<file path="src/rtl/zeroriscy_md_seq.sv">
// Sequential multiply/divide unit that borrows the core's shared ALU adder for every add/subtract.
// Latency: MULL/MULH ready_o 33 cycles after accept; DIV/REM 36 (1 for divide-by-zero when shortcut enabled).
// Backpressure: requester holds en_i until the ready_o pulse; en_i is only sampled in IDLE.
//
// Ports:
//   clk, rst_n                       clock, synchronous active-low reset
//   en_i, operator_i, signed_mode_i  request; operator 00 MULL, 01 MULH, 10 DIV, 11 REM;
//                                    signed_mode bit0 = op_a signed, bit1 = op_b signed
//   op_a_i, op_b_i                   operands, latched at accept
//   alu_operand_a/b_o, alu_en_o      shared adder request; operands are {value, carry_in}
//   alu_adder_ext_i                  shared adder extended sum; [32:1] = sum, [33] = carry out
//   busy_o, ready_o, result_o        status and result (result held until the next accept)
//
// Build option: define ZERORISCY_MD_DIVZERO_SHORTCUT_EN to finish DIV/REM by zero in one cycle
// without touching the shared adder.

module zeroriscy_md_seq (
    input  logic        clk,
    input  logic        rst_n,
    input  logic        en_i,
    input  logic [1:0]  operator_i,
    input  logic [1:0]  signed_mode_i,
    input  logic [31:0] op_a_i,
    input  logic [31:0] op_b_i,
    input  logic [33:0] alu_adder_ext_i,
    output logic [32:0] alu_operand_a_o,
    output logic [32:0] alu_operand_b_o,
    output logic        alu_en_o,
    output logic        busy_o,
    output logic        ready_o,
    output logic [31:0] result_o
);

    localparam logic [1:0] OP_DIV = 2'b10;

    typedef enum logic [2:0] {IDLE, ABS_A, ABS_B, COMP, CHG_SIGN, FINISH} state_e;

    state_e      state_q, state_d;
    logic [4:0]  cnt_q;
    logic [31:0] acc_q;     // MUL: high product word; DIV: partial remainder
    logic [31:0] lo_q;      // MUL: multiplier shifting out / low product; DIV: dividend shifting out / quotient
    logic [31:0] a_q;       // MUL: multiplicand; DIV: divisor (made absolute in ABS_B)
    logic [1:0]  op_q;
    logic        sa_q, sb_q, a_neg_q, b_neg_q, b_zero_q;

    logic [31:0] add_a, add_b;
    logic        add_cin;
    logic [31:0] alu_sum;
    logic        alu_cout;
    logic        alu_ext_unused;

    logic        div_shortcut;
    logic        mul_bit, mul_sub, mul_xa, mul_xb, mul_top;
    logic [31:0] div_rem_sh;
    logic        div_ge, q_neg;

`ifdef ZERORISCY_MD_DIVZERO_SHORTCUT_EN
    assign div_shortcut = operator_i[1] & (op_b_i == 32'd0);
`else
    assign div_shortcut = 1'b0;
`endif

    assign alu_sum        = alu_adder_ext_i[32:1];
    assign alu_cout       = alu_adder_ext_i[33];
    assign alu_ext_unused = alu_adder_ext_i[0];

    // Shift-add multiply: the last multiplier bit carries weight -2^31 when op_b is signed,
    // so that step subtracts. The 33rd sum bit is rebuilt from the operands' extension bits.
    assign mul_bit = lo_q[0];
    assign mul_sub = sb_q & (cnt_q == 5'd31);
    assign mul_xa  = sa_q & acc_q[31];
    assign mul_xb  = mul_bit & ((sa_q & a_q[31]) ^ mul_sub);
    assign mul_top = mul_xa ^ mul_xb ^ alu_cout;

    // Restoring divide: the shifted remainder is 33 bits wide; its top bit or the adder's
    // carry-out both mean "remainder >= divisor".
    assign div_rem_sh = {acc_q[30:0], lo_q[31]};
    assign div_ge     = acc_q[31] | alu_cout;
    // Division by zero must keep the all-ones quotient, so it is never negated.
    assign q_neg      = (a_neg_q ^ b_neg_q) & ~b_zero_q;

    assign result_o = op_q[0] ? acc_q : lo_q;

    // State register
    always_ff @(posedge clk) begin
        if (!rst_n) begin
            state_q <= IDLE;
        end else begin
            state_q <= state_d;
        end
    end

    // Next-state logic
    always_comb begin
        state_d = state_q;
        case (state_q)
            IDLE: begin
                if (en_i) begin
                    if (div_shortcut)       state_d = FINISH;
                    else if (operator_i[1]) state_d = ABS_A;
                    else                    state_d = COMP;
                end
            end
            ABS_A:    state_d = ABS_B;
            ABS_B:    state_d = COMP;
            COMP:     if (cnt_q == 5'd31) state_d = op_q[1] ? CHG_SIGN : FINISH;
            CHG_SIGN: state_d = FINISH;
            FINISH:   state_d = IDLE;
            default:  state_d = IDLE;
        endcase
    end

    // Outputs and shared adder operand selection
    always_comb begin
        busy_o   = (state_q != IDLE);
        ready_o  = (state_q == FINISH);
        alu_en_o = 1'b0;
        add_a    = 32'd0;
        add_b    = 32'd0;
        add_cin  = 1'b0;
        case (state_q)
            ABS_A: begin
                alu_en_o = 1'b1;
                add_b    = a_neg_q ? ~lo_q : lo_q;
                add_cin  = a_neg_q;
            end
            ABS_B: begin
                alu_en_o = 1'b1;
                add_b    = b_neg_q ? ~a_q : a_q;
                add_cin  = b_neg_q;
            end
            COMP: begin
                alu_en_o = 1'b1;
                if (op_q[1]) begin
                    add_a   = div_rem_sh;
                    add_b   = ~a_q;
                    add_cin = 1'b1;
                end else begin
                    add_a   = acc_q;
                    add_b   = mul_bit ? (mul_sub ? ~a_q : a_q) : 32'd0;
                    add_cin = mul_bit & mul_sub;
                end
            end
            CHG_SIGN: begin
                alu_en_o = 1'b1;
                if (op_q == OP_DIV) begin
                    add_b   = q_neg ? ~lo_q : lo_q;
                    add_cin = q_neg;
                end else begin
                    add_b   = a_neg_q ? ~acc_q : acc_q;
                    add_cin = a_neg_q;
                end
            end
            default: ;
        endcase
        alu_operand_a_o = alu_en_o ? {add_a, add_cin} : 33'd0;
        alu_operand_b_o = alu_en_o ? {add_b, add_cin} : 33'd0;
    end

    // Datapath
    always_ff @(posedge clk) begin
        if (!rst_n) begin
            cnt_q    <= 5'd0;
            acc_q    <= 32'd0;
            lo_q     <= 32'd0;
            a_q      <= 32'd0;
            op_q     <= 2'b00;
            sa_q     <= 1'b0;
            sb_q     <= 1'b0;
            a_neg_q  <= 1'b0;
            b_neg_q  <= 1'b0;
            b_zero_q <= 1'b0;
        end else begin
            case (state_q)
                IDLE: begin
                    if (en_i) begin
                        op_q     <= operator_i;
                        sa_q     <= signed_mode_i[0];
                        sb_q     <= signed_mode_i[1];
                        a_neg_q  <= signed_mode_i[0] & op_a_i[31];
                        b_neg_q  <= signed_mode_i[1] & op_b_i[31];
                        b_zero_q <= (op_b_i == 32'd0);
                        cnt_q    <= 5'd0;
                        if (div_shortcut) begin
                            acc_q <= op_a_i;
                            lo_q  <= 32'hFFFF_FFFF;
                            a_q   <= op_b_i;
                        end else if (operator_i[1]) begin
                            acc_q <= 32'd0;
                            lo_q  <= op_a_i;
                            a_q   <= op_b_i;
                        end else begin
                            acc_q <= 32'd0;
                            lo_q  <= op_b_i;
                            a_q   <= op_a_i;
                        end
                    end
                end
                ABS_A: lo_q <= alu_sum;
                ABS_B: a_q  <= alu_sum;
                COMP: begin
                    cnt_q <= cnt_q + 5'd1;
                    if (op_q[1]) begin
                        acc_q <= div_ge ? alu_sum : div_rem_sh;
                        lo_q  <= {lo_q[30:0], div_ge};
                    end else begin
                        acc_q <= {mul_top, alu_sum[31:1]};
                        lo_q  <= {alu_sum[0], lo_q[31:1]};
                    end
                end
                CHG_SIGN: begin
                    if (op_q == OP_DIV) lo_q  <= alu_sum;
                    else                acc_q <= alu_sum;
                end
                default: ;
            endcase
        end
    end

endmodule

</file>
<file path="config.mk">
export PLATFORM = sky130hd
export DESIGN_NAME = zeroriscy_md_seq
export DESIGN_NICKNAME = d
export VERILOG_FILES = /design/src/rtl/zeroriscy_md_seq.sv
export SDC_FILE = /design/constraint.sdc
export NUM_CORES = 1
export LEC_CHECK = 0
export CORE_UTILIZATION = 27
export DETAILED_ROUTE_END_ITERATION = 10
export HOLD_SLACK_MARGIN = 0.03
export SLEW_MARGIN = 0
export SYNTH_ARGS = -nofsm -noshare
export SYNTH_HDL_FRONTEND = slang
export SYNTH_SLANG_ARGS = --single-unit
</file>
<file path="constraint.sdc">
create_clock -name clk -period 6.7 [get_ports clk]
set_input_delay 1.34 -clock clk [delete_from_list [all_inputs] [get_ports clk]]
set_output_delay 1.34 -clock clk [all_outputs]
set_load 0.02 [all_outputs]
</file>
==> flow_summary_export.csv, run 1 <==
group,metric,value,unit
timing,finalCriticalPeriod,5.18,ns
power,ir_worst_vdd,0.123,mV
floorplanning,die_area,36800,um2
setup_path,endpoint_kind,"output pin",
synthesis,synth_edf_count,0,
synthesis,yosysWarnings,0,
clock_network,ctsLongestPathBuffers,2,
floorplanning,die_x,192,um
route,drt-total-wl,39.4,mm
place,port_buffers,204,
route,highest_layer,"met4",
clock_network,cts_setup_buffers,0,
route,wl_per_cell,21.6,um
synthesis,synth_fp_nets,1375,
clock_network,clockRootBuffer,"clkbuf_16",
grt,grt_pass1_wl,59.6,mm
layout,syn2layout_area_growth,25.5,%
worst_hold_path,min_path_type,"register to register",
route,vias_per_cell,5.64,
power,p_per_area,191,nW/um2
place,hpwl,25.5,mm
clock_network,insertion_delay,0.36,ns
route,first_pass_iters,7,
timing,slew_viol_final,0,
grt,grt_pass1_vias,9872,
route,final_antenna_net_count,0,
setup_path,crit_fanout,22,
setup_path,cp-start-kind,"register",
setup_path,worst-setup-path-type,"register to output pin",
timing,setup_tns,0,ns
timing,setup_viol,0,
route,drt-initial-drc-count,982,
grt,grt_max_degree,112,
route,wl_met3,3.18,mm
timing,hold_slack,0.464,ns
layout,nets,1470,
route,drc_errors,0,
clock_network,cts_resized,0,
setup_path,critPathArrivalTime,3.84,ns
clock_network,clk_pin_slew,0.07,ns
grt,grt_overflow,0,
synthesis,avgSynthCellArea,7.68,um2
synthesis,syn_area,9730,um2
place,globalplace.congestion,0.819,
synthesis,synth_seq_area_share,0.228,
clock_network,cts_tree,"yes",
floorplanning,coreArea,35500,um2
synthesis,synth.ff_latch_count,111,
floorplanning,io_pins,206,
grt,antenna_found_initial,0,
clock_network,clkSinkCount,111,
timing,fin_skew,0.00750,ns
synthesis,syn-instance-count,1268,
timing,tightest_slew,1.21,ns
flow_run,max_cap_violations,0,
clock_network,holdBufCountCts,0,
timing,fin_crit_sh,0.774,
outcome,status,"finished, final reports clean",
timing,rsz0062_at_grt,"false",
route,met1_length,17.5,mm
synthesis,yosysUniqueCellTypes,51,
clock_network,htreeDepth,3,
floorplanning,rows,69,
timing,fmax,193,MHz
route,route.met2.wl,17.9,mm
setup_path,cp.required,5.36,ns
layout,drive_above_1_share,0.0885,
floorplanning,initial_core_util,0.274,
grt,grt_usage,0.211,
power,p_leak,4.55,nW
timing,relSlewSlack,0.189,
timing,hold_viol_final,0,
route,vias,10300,
synthesis,synth_ff_type,"dfxtp_1",
synthesis,ys_async_sr_fraction,0,
clock_network,cts_buffers,9,
floorplanning,die_h,192,um
[power breakdown]
part           total (mW)  internal, mW  switching, mW
clock               0.557         0.288          0.269
sequential          0.869         0.732          0.137
combinational       0.912         0.413          0.499
total                2.34          1.43          0.905
[through the flow]
step / worst slack [ns] / instances / power (mW) / instance area (um2) / util
after CTS: 1.55 / 1828 / 2.35 / 12200 / 0.344
final: 1.52 / 1829 / 2.34 / 12200 / 0.344
after global routing: 1.33 / 1828 / 2.47 / 12200 / 0.344
after global placement: 1.91 / 1813 / 1.77 / 11900 / 0.336
after detailed placement: 1.95 / 1813 / 1.79 / 11900 / 0.336
after floorplan: 3.28 / 1268 / 1.42 / 9730 / -
[worst paths after layout]
path	startpoint	endpoint	slack, ns	cells past startpoint
max reg2reg	op_q[0]	acc_q[22]	3.30	5
min reg2reg	cnt_q[3]	cnt_q[3]	0.46	1
max	state_q[0]	alu_operand_b_o[10]	1.52	6
min	cnt_q[3]	cnt_q[3]	0.46	1
[cells in the mapped netlist (19+ instances only)]
| master | n | area share |
|---|---|---|
| a221oi_1 | 19 | 0.017 |
| a311oi_1 | 30 | 0.027 |
| a21oi_1 | 134 | 0.069 |
| o21ai_0 | 77 | 0.040 |
| nor2b_1 | 39 | 0.025 |
| clkbuf_1 | 62 | 0.024 |
| nand2_1 | 77 | 0.030 |
| xor2_1 | 67 | 0.060 |
| dfxtp_1 | 111 | 0.23 |
| nor2_1 | 152 | 0.059 |
| o211a_1 | 33 | 0.034 |
| a22oi_1 | 42 | 0.032 |
| mux2i_1 | 96 | 0.099 |
| xnor2_1 | 21 | 0.019 |
| o211ai_1 | 32 | 0.025 |
| a211oi_1 | 39 | 0.030 |
| buf_2 | 57 | 0.029 |
| mux2_2 | 64 | 0.074 |
[flip-flops by register name, indices dropped and copies added, names as in the netlist]
name      flops
a_q          32
acc_q        32
lo_q         32
cnt_q         5
state_q       3
op_q          2
a_neg_q       1
b_neg_q       1
b_zero_q      1
sa_q          1
sb_q          1
[cells in the final DEF (no fill, tap or decap), types with 19 or more instances in the layout]
master,netlist,layout
a211oi_1,39,39
a21oi_1,134,134
a221oi_1,19,19
a22oi_1,42,42
a311oi_1,30,30
buf_4,7,22
clkdlybuf4s50_1,0,202
dfxtp_1,111,108
mux2_2,64,64
mux2i_1,96,96
nand2_1,77,77
nor2_1,152,151
nor2b_1,39,38
o211a_1,33,33
o211ai_1,32,32
o21ai_0,77,77
xnor2_1,21,21
xor2_1,67,67
[cells by family after synthesis]
logic type,synth area share
AOI/OAI and AO/OA,0.309
and+or+nand+nor,0.142
muxes,0.173
buffers and inverters,0.0659
DFF,0.228
xor gates and xnor gates,0.0792
adders and majority gates,0.00257
[worst max-delay path, cell delays in order, from the launching register on]
cell and delay (ns):
dfxtp_1 0.82, inv_2 0.20, nor3_4 0.93, buf_4 0.38, a22oi_1 0.11, o2111ai_1 0.37, clkdlybuf4s50_1 0.67
[routing by layer]
| layer | vias to the layer above | GRT usage |
|---|---|---|
| li1 | 4854 | - |
| met1 | 4937 | 0.285 |
| met2 | 466 | 0.339 |
| met3 | 59 | 0.0375 |
| met4 | 0 | 0.0629 |
| met5 | - | 0 |
[cell type report]
type                    instances  area (um2)
diodes                          1        2.50
inverters                       4        15.0
fillers                      3731       23300
multi-input cells            1012        6920
clock inverters                 4        47.5
well taps                     461         577
repair buffers                225        2190
clock buffers                  11         233
flip-flops and latches        111        2230
Note: power is estimated with default switching activity, not from simulation.
==> inputs of run 2 (changes only) <==
clock period = 5.3 ns   (was 6.7 ns; I/O delays follow)
==> run 2 against run 1 <==
  * Via count is 1.1% higher
  * Register-to-register slack worse by 1.4 ns
  * Power is 29% higher
  * Worst hold slack better by 0.023 ns
  * Sequential cell count stayed put
  * Critical path depth is 4 higher
  * Count of clock-buffer cells in the layout stayed put
  * Worst setup slack worse by 0.75 ns
  * Sequential share of layout area is 0.16 points lower
  * Combinational power is 27% higher
==> flow_summary_export.csv, run 2 (synthesis gave the netlist of run 1 again) <==
group,metric,value,unit
place,place_ws,1.17,ns
clock_network,clk_pin_slew,0.08,ns
timing,finalCriticalPeriod,4.53,ns
layout,final_common_cell,"clkdlybuf4s50_1",
route,drt-total-wl,39.8,mm
setup_path,critPathArrivalTime,3.47,ns
clock_network,clockRootBuffer,"clkbuf_16",
timing,rsz0062_at_grt,"false",
layout,syn2layout_area_growth,26.7,%
route,vias,10400,
setup_path,crit_fanout,19,
route,drt-initial-drc-count,1032,
timing,setup_tns,0,ns
timing,fmax,221,MHz
timing,relSlewSlack,0.190,
clock_network,cts_setup_buffers,0,
timing,setup_slack,0.768,ns
clock_network,cts_tree,"yes",
setup_path,r2r_setup_slack,1.85,ns
clock_network,htreeDepth,3,
route,first_pass_iters,8,
clock_network,holdBufCountCts,0,
floorplanning,io_pins,206,
route,drc_errors,0,
timing,fin_crit_sh,0.855,
clock_network,clkSinkCount,111,
timing,setup_viol,0,
grt,grt_pass1_vias,10100,
layout,postLayoutCellArea,12300,um2
timing,slew_viol_final,0,
place,dp.cells,1821,
power,p_leak,4.62,nW
grt,antenna_found_initial,1,
place,hpwl,26.8,mm
layout,reg_top3,"a_q (32), acc_q (32), lo_q (32)",
place,globalplace.congestion,0.867,
grt,grt_pass1_wl,60.2,mm
clock_network,cts_buffers,9,
setup_path,slowest_delay,0.61,ns
layout,drive_above_1_share,0.0952,
timing,fin_skew,0.00838,ns
clock_network,cts_resized,0,
route,vias_per_cell,5.68,
floorplanning,initial_core_util,0.274,
layout,final_cell_mix,"202 x clkdlybuf4s50_1, 151 x nor2_1, 134 x a21oi_1, 108 x dfxtp_1, 96 x mux2i_1",
power,ir_worst_vdd,0.175,mV
setup_path,path_delay_family,"buffers and inverters",
setup_path,endpoint_kind,"output pin",
floorplanning,die_x,192,um
outcome,status,"finished, final reports clean",
place,port_buffers,204,
setup_path,cp_cell_sequence,"ha_1 -> and3_1 -> ha_1 -> nand3_1 -> a311o_1 -> buf_4 -> nor2_1 -> a221oi_1 -> o21ai_0 -> clkdlybuf4s50_1",
floorplanning,coreArea,35500,um2
setup_path,cp.buffers_inverters,2,
floorplanning,rows,69,
route,wl_per_cell,21.7,um
grt,grt_overflow,0,
floorplanning,die_area,36800,um2
flow_run,max_cap_violations,0,
place,placed_area,12000,um2
route,final_antenna_net_count,0,
layout,fin_cells,1838,
layout,utilization,0.347,
clock_network,insertion_delay,0.36,ns
setup_path,crit_top_cell,"ha_1",
timing,tightest_slew,1.21,ns
layout,nets,1478,
grt,grt_max_degree,75,
setup_path,cp-start-kind,"register",
power,p_per_area,245,nW/um2
setup_path,cp.required,4.24,ns
clock_network,ctsLongestPathBuffers,2,
worst_hold_path,min_path_type,"register to register",
setup_path,slowest_stage,"clkdlybuf4s50_1",
grt,grt_usage,0.212,
floorplanning,die_h,192,um
setup_path,worst-setup-path-type,"register to output pin",
timing,hold_viol_final,0,
[run 2: final cells by class]
class	count	area, um2
fill	3726	23200
antenna	1	2.50
clock inverter	5	53.8
clock buffer	11	264
tap	461	577
inverter	4	15.0
multi-input combinational	1012	6920
timing repair buffer	233	2260
sequential	111	2230
[run 2: metal layers]
metal	vias up	wire, um	GRT usage
met4	0	881	0.0586
met3	56	2780	0.0289
met5	-	0	0
met1	5020	18000	0.290
li1	4872	-	-
met2	486	18200	0.344
[run 2: path summary, 6_finish.rpt]
| path | from | endpoint | cells after the start |
|---|---|---|---|
| hold reg to reg | cnt_q[3] | cnt_q[3] | 1 |
| hold / removal | cnt_q[3] | cnt_q[3] | 1 |
| setup reg to reg | op_q[1] | lo_q[4] | 7 |
| setup / recovery | cnt_q[0] | alu_operand_b_o[2] | 10 |
[run 2: metrics by stage]
| stage | hold slack [ns] | total power [mW] |
|---|---|---|
| 3_5_place_dp | 0.450 | 2.27 |
| 2_1_floorplan | 0.415 | 1.80 |
| 6_report | 0.487 | 3.02 |
| 3_3_place_gp | 0.435 | 2.25 |
| 4_1_cts | 0.466 | 3.03 |
| 5_1_grt | 0.500 | 3.18 |
[run 2: where the power goes]
group | internal (mW) | total, mW | leakage (nW) | switching (mW)
registers | 0.926 | 1.10 | 0.918 | 0.176
logic | 0.529 | 1.16 | 3.54 | 0.633
clock network | 0.408 | 0.754 | 0.160 | 0.346
total | 1.86 | 3.02 | 4.62 | 1.15
==> inputs of run 3 (changes only) <==
GPL_TIMING_DRIVEN = 0   (was unset)
==> run 3 against run 2 <==
  * Maximum frequency fell by 6.0%
  * Critical path depth did not move
  * Power grew 2.9%
  * Count of clock-buffer cells in the layout increased by 1
  * Core utilization up 0.85 points
  * Final cell count rose by 5.9%
  * Sequential cell count stayed put
  * Combinational power rose by 12%
  * Clock power shrank 2%
  * Sequential power down 4%
  * Critical path type unchanged
  * Largest cell class unchanged
==> flow_summary_export.csv, run 3 (synthesis gave the netlist of run 1 again) <==
group,metric,value,unit
clock_network,clkSinkCount,111,
clock_network,ctsLongestPathBuffers,2,
route,drt-total-wl,47.3,mm
route,vias,11300,
power,p_seq_frac,0.343,
place,globalplace.congestion,0.977,
layout,syn2layout_area_growth,29.8,%
timing,fin_crit_sh,0.909,
setup_path,cp-start-kind,"register",
route,drt-initial-drc-count,1373,
timing,hold_viol_final,0,
timing,rsz0062_at_grt,"false",
floorplanning,die_x,192,um
outcome,status,"finished, final reports clean",
clock_network,insertion_delay,0.37,ns
clock_network,cts_setup_buffers,0,
floorplanning,coreArea,35500,um2
power,p_per_area,246,nW/um2
layout,drive_above_1_share,0.105,
place,place_ws,1.01,ns
layout,final_common_cell,"clkdlybuf4s50_1",
place,port_buffers,202,
setup_path,cp.required,4.24,ns
clock_network,cts_buffers,9,
place,dp.cells,1931,
grt,antenna_found_initial,1,
floorplanning,die_h,192,um
setup_path,cp-startpoint,"cnt_q[0]",
floorplanning,die_area,36800,um2
floorplanning,io_pins,206,
grt,grt_pass1_wl,69.6,mm
grt,grt_pass1_vias,11200,
layout,fillers,3693,
layout,postLayoutCellArea,12600,um2
floorplanning,rows,69,
place,placed_area,12300,um2
setup_path,critPathArrivalTime,3.76,ns
setup_path,r2r_start,"op_q[0]",
power,p_switching,1.24,mW
setup_path,reg2reg_to,"lo_q[19]",
clock_network,clockRootBuffer,"clkbuf_16",
power,netSwitchingFraction,0.401,
timing,fin_skew,0.00912,ns
timing,setup_slack,0.480,ns
timing,tightest_slew,0.855,ns
setup_path,endpoint_kind,"output pin",
flow_run,max_cap_violations,0,
clock_network,clk_pin_slew,0.08,ns
timing,slew_viol_final,0,
route,wl_per_cell,24.3,um
layout,fin_cells,1946,
layout,insertedDiodeCount,0,
power,internal_power,1.86,mW
layout,final_cell_mix,"202 x clkdlybuf4s50_1, 152 x nor2_1, 134 x a21oi_1, 111 x dfxtp_1, 96 x mux2i_1",
timing,fmax,207,MHz
layout,nets,1588,
setup_path,worstRegToRegCells,6,
timing,relSlewSlack,0.427,
grt,grt_overflow,0,
place,hpwl,35.2,mm
power,p_leak,4.79,nW
route,final_antenna_net_count,0,
floorplanning,initial_core_util,0.274,
setup_path,worst-setup-path-type,"register to output pin",
clock_network,cts_resized,0,
power,p_clk_frac,0.238,
timing,setup_viol,0,
route,vias_per_cell,5.83,
power,share_comb_of_total_power,0.419,
timing,setup_tns,0,ns
route,drc_errors,0,
route,first_pass_iters,10,
grt,grt_max_degree,17,
layout,reg_top3,"a_q (32), acc_q (32), lo_q (32)",
power,ir_worst_vdd,0.161,mV
timing,finalCriticalPeriod,4.82,ns
worst_hold_path,min_path_type,"register to register",
clock_network,cts_tree,"yes",
grt,grt_usage,0.254,
setup_path,crit_path_end,"alu_operand_b_o[30]",
clock_network,htreeDepth,3,
clock_network,holdBufCountCts,0,
setup_path,crit_fanout,10,
setup_path,r2r_setup_slack,2.74,ns
-- run 3: power groups by stage --
stage / clock [mW] / sequential [mW] / combinational, mW
floorplan: 0 / 1.03 / 0.772
detailed placement: 0 / 1.08 / 1.27
global placement: 0 / 1.08 / 1.25
finish: 0.740 / 1.06 / 1.30
CTS: 0.738 / 1.06 / 1.28
global route: 0.764 / 1.08 / 1.39
-- run 3: critical path: stages, from the launching register on --
cell             delay (ns)
dfxtp_1                0.34
ha_1                   0.23
and3_1                 0.19
ha_1                   0.26
nand2_1                0.16
a41oi_1                0.15
nor2_2                 0.40
clkbuf_1               0.59
a221oi_1               0.16
o21ai_0                0.22
clkdlybuf4s50_1        0.68
-- run 3: final cells by class --
| type | count | area, um2 | share of cell area |
|---|---|---|---|
| sequential | 111 | 2220 | 0.176 |
| inverter | 4 | 15.0 | 0.00119 |
| buffer | 141 | 627 | 0.0496 |
| tap | 461 | 577 | 0.0457 |
| clock inverter | 3 | 42.5 | 0.00337 |
| clock buffer | 12 | 256 | 0.0203 |
| multi-input combinational | 1012 | 6870 | 0.544 |
| timing repair buffer | 202 | 2020 | 0.160 |
-- run 3: how the worst min path moves through the flow --
stage                to  cells past startpoint  startpoint
6_report       cnt_q[3]                      1    cnt_q[3]
5_1_grt        cnt_q[3]                      1    cnt_q[3]
4_1_cts        cnt_q[3]                      1    cnt_q[3]
3_5_place_dp   cnt_q[3]                      1    cnt_q[3]
3_3_place_gp   cnt_q[3]                      1    cnt_q[3]
2_1_floorplan  cnt_q[3]                      1    cnt_q[3]
-- run 3: stage by stage --
step | power, mW | hold WS [ns] | util
detailed placement | 2.35 | 0.449 | 0.348
global placement | 2.33 | 0.442 | 0.348
global route | 3.23 | 0.482 | 0.356
finish | 3.11 | 0.468 | 0.356
CTS | 3.07 | 0.460 | 0.356
floorplan | 1.80 | 0.415 | -
-- run 3: per-layer routing --
| layer | track usage | wire, um | up-vias |
|---|---|---|---|
| met5 | 0 | 0 | - |
| met4 | 0.122 | 2020 | 0 |
| met3 | 0.0565 | 5170 | 122 |
| met2 | 0.393 | 20700 | 756 |
| met1 | 0.333 | 19500 | 5384 |
| li1 | - | - | 5079 |
==> patch 1, RTL diff (flow settings as in run 2) <==
Add an input register stage for `signed_mode_i`; this delays it by one clock. The other inputs are not delayed to match.
--- a/src/rtl/zeroriscy_md_seq.sv
+++ b/src/rtl/zeroriscy_md_seq.sv
@@ -35,4 +35,10 @@
 
     typedef enum logic [2:0] {IDLE, ABS_A, ABS_B, COMP, CHG_SIGN, FINISH} state_e;
+
+    logic [1:0] signed_mode_q;
+
+    always_ff @(posedge clk) begin
+        signed_mode_q <= signed_mode_i;
+    end
 
     state_e      state_q, state_d;
@@ -176,8 +182,8 @@
                     if (en_i) begin
                         op_q     <= operator_i;
-                        sa_q     <= signed_mode_i[0];
-                        sb_q     <= signed_mode_i[1];
-                        a_neg_q  <= signed_mode_i[0] & op_a_i[31];
-                        b_neg_q  <= signed_mode_i[1] & op_b_i[31];
+                        sa_q     <= signed_mode_q[0];
+                        sb_q     <= signed_mode_q[1];
+                        a_neg_q  <= signed_mode_q[0] & op_a_i[31];
+                        b_neg_q  <= signed_mode_q[1] & op_b_i[31];
                         b_zero_q <= (op_b_i == 32'd0);
                         cnt_q    <= 5'd0;
Function: changed (Yosys sat finds a counterexample within 4 cycles, from zero or initial values and one cycle with rst_n low).
==> patch 1 against run 2 <==
Maximum frequency down 0.30%. Total power up 21%. Final area up 2.9%. Core utilization up 0.65 points. Synthesized area up 1.8%. Sequential cell count up 2. Worst setup slack worse by 14 ps. Non-clock buffer count down 1. Wire length up 1.1%. Cell count about the same. Critical path depth down 2. Largest power group unchanged. Critical path type unchanged.
==> patch 1: results (changes against run 2) <==
- Status: completed
- Worst slew margin: 17.8% (-1.2 points)
- Post-synthesis mux area share: 17.9% (+0.60 points)
- Synth cell types: 52 (+2.0%)
- Final nets: 1472 (-0.41%)
- Gr usage total: 21.0% (-0.15 points)
- Num CTS Buffers: 17 (+8)
- GRT met1 Usage: 29.1% (+0.030 points)
- Max VDD drop: 219 uV (+25%)
- Routing usage on met2: 33.9% (-0.51 points)
- Via count: 10.4k (-0.58%)
- Clock Skew: 12.3 ps (+3.88 ps)
- Leak: 4.79 nW (+3.7%)
- DPL Wire Length: 26100 um (-2.5%)
- Post-Synth XOR/XNOR Area: 8.40% (+0.48 points)
- # H-tree levels: 4 (+1)
- Largest net degree at the start of global routing: 112 (+49%)
- Port bufs: 204 (unchanged)
- Worst-Skew Late Latency: 420 ps (+60 ps)
- Ant. Diodes: 0 (-1)
- Critical Path AT: 3490 ps (+20 ps)
- First drt pass iteration count: 5 (-3)
- Post-synth top cells: nor2_1 (115), dfxtp_1 (113), a21oi_1 (105), mux2i_1 (105), nand2_1 (101)
- Sequential-to-total area share from yosys stat: 22.8% (about the same)
- Initial antenna violation count: 0 (-1)
- Placed Area: 12100 um^2 (+1.0%)
- Adder-Cell Fraction of Synth Area: 0.253% (-0.0045 points)
- Final GP Congestion: 0.775 (-11%)
- Wire length of the first global-routing pass: 61500 um (+2.2%)
- DR iter-0 viols: 872 (-16%)
- WL/cell: 21.9 um (+1.0%)
## patch 1: cell count changes in the layout (fill, tap and decap cells not counted), moves of 9 or more
cell	change
nand2_1	+24
mux2i_1	+9
a21oi_1	-30
nor2_1	-38
a221oi_1	-11
o211ai_1	+34
o21ai_0	-14
## patch 1: final timing paths
kind	cells after the start	startpoint	slack, ps	end
setup / recovery	8	cnt_q[0]	750	alu_operand_b_o[27]
hold / removal	1	cnt_q[3]	470	cnt_q[3]
setup reg to reg	8	op_q[1]	2020	lo_q[18]
hold reg to reg	1	cnt_q[3]	470	cnt_q[3]
## patch 1: through the flow
step | power [mW] | setup slack [ps] | hold WS [ps] | cells
floorplan | 1.99 | 1920 | 424 | 1259
global placement | 2.50 | 1220 | 445 | 1807
detailed placement | 2.52 | 1200 | 462 | 1807
CTS | 3.65 | 733 | 469 | 1839
global route | 3.81 | 585 | 518 | 1839
finish | 3.64 | 755 | 466 | 1839
## patch 1: layout make-up
type / instances / area, um^2
clock buffer: 18 / 439
clock inverter: 14 / 114
fill: 3687 / 23100
inverter: 3 / 11.3
multi-input combinational: 998 / 7020
sequential: 113 / 2270
tap: 461 / 577
timing repair buffer: 232 / 2240
## patch 1: cells by family after synthesis
kind of cell | Yosys count
AOI/OAI and AO/OA | 436
and+or+nand+nor | 296
muxes | 169
buffers and inverters | 148
DFF | 113
xor gates and xnor gates | 95
adders and majority gates | 2
## patch 1: where the power goes
group | switching, mW | total, mW | internal, mW | leakage, nW
clock | 0.466 | 1.12 | 0.654 | 0.268
combinational | 0.755 | 1.36 | 0.602 | 3.58
sequential | 0.198 | 1.16 | 0.962 | 0.935
total | 1.42 | 3.64 | 2.22 | 4.79
## patch 1: layer usage
layer | share of wire [%] | up-vias | wire length (um)
li1 | - | 4869 | -
met1 | 46 | 5010 | 18400
met2 | 46 | 451 | 18600
met3 | 6.4 | 44 | 2560
met4 | 1.7 | 0 | 704
met5 | 0 | - | 0
## patch 1: worst max-delay path, stage by stage (launching register included)
cell             delay, ps
dfxtp_1                370
ha_1                   200
and3_1                 170
ha_1                   260
a31o_2                 470
a22o_1                 590
mux2i_1                160
o2111ai_1              180
clkdlybuf4s50_1        670
==> patch 2, RTL diff (settings of run 2) <==
Without the edit above. Build with the macro `ZERORISCY_MD_DIVZERO_SHORTCUT_EN` defined.
--- a/src/rtl/zeroriscy_md_seq.sv
+++ b/src/rtl/zeroriscy_md_seq.sv
@@ -14,4 +14,6 @@
 // Build option: define ZERORISCY_MD_DIVZERO_SHORTCUT_EN to finish DIV/REM by zero in one cycle
 // without touching the shared adder.
+
+`define ZERORISCY_MD_DIVZERO_SHORTCUT_EN
 
 module zeroriscy_md_seq (
Function: changed (a bounded check fails within 4 cycles, from zero or initial values and one cycle with rst_n low).
==> patch 2 against run 2 <==
Via count fell by 2.3%. Clock power fell by 12%. Total power is 5.4% higher. Worst setup slack got worse by 17 ps. Cell count fell by 5.5%. Critical path depth is 4 lower. Sequential cell count is the same. Count of clock-buffer cells in the layout down 1. Wire length fell by 0.14%. Final area decreased by 3.3%. Synthesized cell count decreased by 8.2%. Global-route usage up 0.83 points. Combinational power up 17%. Synthesized area decreased by 4.4%. Largest cell class unchanged.
==> patch 2: results (changes against run 2) <==
- Vias in the first global route: 9810 (-3.0%)
- Clock Skew: 11.7 ps (+3.36 ps)
- Gr usage total: 22.0% (+0.83 points)
- Post-synthesis mux area share: 15.0% (-2.2 points)
- Share of layout cells above drive strength 1: 11.1% (+1.6 points)
- Final Non-Filler Cells: 1737 (-5.5%)
- Worst slew margin: 26.6% (+7.7 points)
- Status: completed
- DPL Wire Length: 26300 um (-1.9%)
- Delay of the slowest critical-path stage: 810 ps (+200 ps)
- Critical Path AT: 3490 ps (+20 ps)
- Adder-Cell Fraction of Synth Area: 0.269% (+0.012 points)
- Reg2Reg Depth: 6 (-1)
- Capture instance of the worst register-to-register path: lo_q[31]
- Max VDD drop: 206 uV (+18%)
- Initial antenna violation count: 0 (-1)
- WL/cell: 22.9 um (+5.7%)
- Fill cells: 3523 (-5.4%)
- DR iter-0 viols: 1174 (+14%)
- Syn_nets: 1271 (-7.6%)
- Largest net degree at the start of global routing: 67 (-11%)
- Reg-to-reg slack, setup: 2200 ps (+350 ps)
- Worst setup path endpoint: alu_operand_b_o[31]
- Wire length of the first global-routing pass: 60300 um (+0.26%)
- Post-synthesis compound-gate area fraction: 31.5% (+0.59 points)
- Final GP Congestion: 0.850 (-2.0%)
- Final nets: 1392 (-5.8%)
- Worst-path maximum fanout: 14 (-5)
- Sequential-to-total area share from yosys stat: 23.9% (+1.0 points)
- Leak: 4.16 nW (-9.9%)
- Post-Synth XOR/XNOR Area: 8.47% (+0.55 points)
- Post-synth top cells: nand2_1 (116), dfxtp_1 (111), a21oi_1 (71), nor2_1 (70), mux2i_1 (69)
- First drt pass iteration count: 5 (-3)
- Synth cell types: 58 (+14%)
- Post-Synthesis Cells: 1164 (-8.2%)
- Crit-path slowest cell: dfxtp_1
- Synth Flop Type: dfxtp_1
- Via count: 10.2k (-2.3%)
- Ys Warns: 0 (unchanged)
- Synth top area cells: dfxtp_1 (24%), mux2_2 (7.6%), mux2i_1 (7.4%)
- Ant. Diodes: 0 (-1)
==> patch 2: cell type report <==
type	instances	share of cell area, %
Inverter	5	0.158
Timing Repair Buffer	237	19.4
Clock inverter	5	0.231
Multi-Input combinational cell	921	54.8
Tap cell	448	4.70
Clock buffer	10	1.92
Sequential cell	111	18.7
==> patch 2: how the worst min path moves through the flow <==
stage / startpoint / to / cells past startpoint
after floorplan: cnt_q[3] / cnt_q[3] / 1
after detailed placement: cnt_q[3] / cnt_q[3] / 1
after CTS: cnt_q[3] / cnt_q[3] / 1
after global routing: cnt_q[3] / cnt_q[3] / 1
final: cnt_q[3] / cnt_q[3] / 1
after global placement: cnt_q[3] / cnt_q[3] / 1
==> patch 2: through the flow <==
step	util [%]	hold slack, ps	setup WS [ps]	cell area, um^2
after detailed placement	34.6	447	1130	11700
after CTS	35.4	466	738	11900
final	35.4	471	751	11900
after floorplan	-	424	1940	9310
after global routing	35.4	494	626	11900
after global placement	34.6	444	1190	11700
==> patch 2: report_power, final <==
group | internal (mW) | switching [mW] | total (mW) | leakage (nW)
Combinational | 0.618 | 0.745 | 1.36 | 3.11
Clock | 0.315 | 0.352 | 0.667 | 0.128
Sequential | 0.947 | 0.203 | 1.15 | 0.918
Total | 1.88 | 1.30 | 3.18 | 4.16
==> patch 2: metal layers <==
| layer | vias to the layer above | track usage (%) | wire [um] |
|---|---|---|---|
| met5 | - | 0 | 0 |
| met3 | 64 | 2.45 | 3210 |
| met1 | 4920 | 30.1 | 17200 |
| li1 | 4631 | - | - |
| met4 | 0 | 7.22 | 1000 |
| met2 | 581 | 35.8 | 18400 |
